### config.mk
export PLATFORM = sky130hd
export DESIGN_NAME = rr_dest_encoder
export DESIGN_NICKNAME = d
export VERILOG_FILES = /design/src/rtl/rr_dest_encoder.sv
export SDC_FILE = /design/constraint.sdc
export NUM_CORES = 1
export LEC_CHECK = 0
export CORE_MARGIN = 2
export CORE_UTILIZATION = 58
export DETAILED_ROUTE_END_ITERATION = 8
export PLACE_DENSITY_LB_ADDON = 0.25
export SLEW_MARGIN = 10
export SYNTH_ARGS = -nofsm -noshare
export SYNTH_HDL_FRONTEND = slang
export SYNTH_SLANG_ARGS = --single-unit
### constraint.sdc
create_clock -name clk -period 7.25 [get_ports clk]
set_input_delay 1.45 -clock clk [delete_from_list [all_inputs] [get_ports clk]]
set_output_delay 1.45 -clock clk [all_outputs]
set_load 0.1 [all_outputs]
### src/rtl/rr_dest_encoder.sv
// Round-robin 8-to-3 write-request encoder feeding the register-file write port.
// Registers the winning index as destreg behind a valid/ready handshake and returns a one-cycle grant.
module rr_dest_encoder #(
    parameter int N  = 8,
    parameter int W  = 3,
    parameter int RR = 1
) (
    input  logic         clk,
    input  logic         rst,
    input  logic [N-1:0] req,
    input  logic         out_ready,
    output logic         out_valid,
    output logic [W-1:0] destreg,
    output logic [N-1:0] grant,
    output logic         busy
);

    logic         out_valid_q, out_valid_d;
    logic [W-1:0] destreg_q, destreg_d;
    logic [N-1:0] grant_q, grant_d;
    logic [W-1:0] ptr_q, ptr_d;

    logic         slot_free;
    logic         found;
    logic [W-1:0] idx;
    logic [W-1:0] scan_start;
    logic [W-1:0] cand;

    assign slot_free = ~out_valid_q | out_ready;

    // Scan from the pointer (or from 0 in fixed mode); index arithmetic wraps at W bits.
    always_comb begin
        found      = 1'b0;
        idx        = '0;
        cand       = '0;
        scan_start = (RR != 0) ? ptr_q : '0;
        for (int i = 0; i < N; i++) begin
            cand = scan_start + W'(i);
            if (!found && req[cand]) begin
                found = 1'b1;
                idx   = cand;
            end
        end
    end

    always_comb begin
        out_valid_d = out_valid_q;
        destreg_d   = destreg_q;
        grant_d     = '0;
        ptr_d       = ptr_q;
        if (slot_free) begin
            if (found) begin
                out_valid_d = 1'b1;
                destreg_d   = idx;
                grant_d     = N'(1) << idx;
                ptr_d       = idx + W'(1);
            end else begin
                out_valid_d = 1'b0;
            end
        end
    end

    // A held transfer is dropped on reset, not replayed.
    always_ff @(posedge clk) begin
        if (rst) begin
            out_valid_q <= 1'b0;
            destreg_q   <= '0;
            grant_q     <= '0;
            ptr_q       <= '0;
        end else begin
            out_valid_q <= out_valid_d;
            destreg_q   <= destreg_d;
            grant_q     <= grant_d;
            ptr_q       <= ptr_d;
        end
    end

    assign out_valid = out_valid_q;
    assign destreg   = destreg_q;
    assign grant     = grant_q;
    assign busy      = out_valid_q & ~out_ready;

endmodule

==> summary.txt <==
remaining global-route overflow: 0
total power: 850 µW
final setup fails: 0
n_diodes: 0
Routed WL: 3230 µm
net count after synthesis: 179
num ports: 24
Max clock buf depth: 2
Row Count: 18
final core utilization: 70.2%
VDD IR max: 0.427 mV
Register Area: 300 µm²
Fin. Hold Viols: 0
setup_tns: 0 ps
top cells by area, synth: dfxtp_1 (20%), mux4_2 (15%), mux2i_1 (11%)
vias per cell: 6.42
Multi-input gate area: 0.00110 mm²
DIE HEIGHT: 54.5 µm
initial DRC count: 40
yosys warns: 0
Post-synth EDFFs: 0
cts repair resizes: 0
Slew Limit Fails: 0
dominant synthesized flop cell: dfxtp_1
most common cell after layout, fill and taps aside: clkdlybuf4s50_1
hpwl dp: 2530 µm
Setup crit start kind: input pin
leading area contributor after synthesis: dfxtp_1
Setup CP Type: in2out
area growth from synthesis to layout: 16.7%
RSZ-0062 raised after global routing: no
DRC Markers: 0
drt wl/cell: 15.5 µm
setup slack after layout: 2450 ps
Hold WC Path Type: reg2reg
Register-to-Register Path Depth: 13
Routed Antenna Nets: 0
Final min period: 4800 ps
core footprint: 0.00245 mm²
largest net degree at the start of global routing: 23
hold depth: 2
All-Layer GR Usage: 24.8%
Slew headroom: 34.8%
mean post-synth cell area: 9.12 µm²
cts hold-fix bufs: 0
TritonCTS Buffers: 3
Mapped Area: 0.00148 mm²
Clock Skew: 3.59 ps
die area: 0.00297 mm²
Tightest Pin Transition: 975 ps
share of cells above drive strength 1: 14.0%
status: finished clean
Setup WS pre-CTS: 2350 ps
vias in the first global route: 1130
crit path DAT: 3350 ps
first-pass GRT wire length: 5380 µm
WHS: 512 ps
unique cell type count in the Yosys netlist: 45
number of max-cap violations: 0
Critical Path RT: 5800 ps
fmax: 0.208 GHz
Seq/Total Area, Yosys: 20.3%
drt pass-1 iters: 4
Setup Buffers After CTS: 0
Pwr Density: 493 mW/mm²
Worst-Skew Late Latency: 280 ps
leading cell types in the layout, fill and taps excluded: clkdlybuf4s50_1 (23), mux2i_1 (16), dfxtp_1 (15)
Mapped Cells: 162
CTS tree: done
vias: 1335
Sink Count: 15
FILL cells: 186
Async SR Flop Fraction: 0%
CTS root buf: clkbuf_4
LEAKAGE: 0.683 nW
Max FO, Critical Path: 5
crit end category: output pin
clk slew on worst S/H paths: 80 ps
Layout Nets: 196
share of the synthesized area in the top cell type: 20.3%
H-tree Lvls: 1
Seq cells post-synth: 15
Initial Utilization: 60.2%
PortBufs: 23
Die Wd: 54.5 µm
Tcrit/Tclk final: 66.2%
placer congestion estimate: 0.969
antenna violations before repair: 0
-- metrics by stage --
step           cells  instance area (µm²)
4_1_cts          208                 1720
3_5_place_dp     204                 1700
3_3_place_gp     204                 1700
5_1_grt          208                 1720
6_report         208                 1720
2_1_floorplan    162                 1480
-- kinds of logic (layout without fill, tap and decap cells) --
kind of cell    Yosys count  in the layout  share of synthesized area (%)
mux                      32             32                           30.9
xor+xnor                  3              3                           1.78
fa+ha+maj                 6              6                           5.08
flops                    15             15                           20.3
simple gates             55             55                           20.5
buf+inv                  19             35                           5.50
compound gates           32             32                           15.9
-- cell type report --
| class | count | share of cell area (%) |
|---|---|---|
| inverters | 7 | 1.52 |
| repair buffers | 24 | 13.8 |
| flip-flops and latches | 15 | 17.4 |
| well taps | 30 | 2.18 |
| multi-input cells | 128 | 63.6 |
| clock buffers | 4 | 1.52 |
-- sequential cells by signal, summed over array words and instances (netlist names) --
signal	cells
grant	8
destreg	3
ptr_q	3
out_valid	1
-- final timing paths --
check / endpoint / start / slack, ps
hold reg to reg: destreg[2] / destreg[2] / 510
setup reg to reg: ptr_q[2] / ptr_q[1] / 2750
hold / removal: destreg[2] / destreg[2] / 510
setup / recovery: busy / out_ready / 2450
-- where the power goes --
part           leakage [nW]  internal [mW]  switching [mW]  total, mW
Sequential            0.123          0.107          0.0225      0.130
Combinational         0.545          0.261           0.413      0.673
Clock                0.0150         0.0214          0.0264     0.0478
Total                 0.683          0.389           0.462      0.850
-- metal layers --
layer / routed length [µm] / global-route usage, % / vias up
met5: 0 / 0 / -
met2: 1510 / 36.5 / 59
met3: 246 / 5.74 / 2
li1: - / - / 643
met1: 1470 / 38.5 / 631
met4: 10 / 0.833 / 0
-- worst max-delay path, cell delays in order --
cell             delay (ps)
clkdlybuf4s50_1         400
nor2b_1                 290
clkdlybuf4s50_1        1210
-- synthesized netlist by cell type (all sizes together) (2+ instances only) --
library cell	n
nor3b	2
nand3	2
a2bb2oi	2
clkbuf	6
mux4	10
dfxtp	15
o21ai	3
mux2	6
a21o	2
o22ai	2
inv	7
and3	7
a211oi	3
nor2b	4
xor2	2
buf	6
a21oi	7
a221oi	3
nand2b	4
nand2	13
mux2i	16
nor3	3
ha	6
nor2	14
or3	2
(Power assumes the default switching activity.)
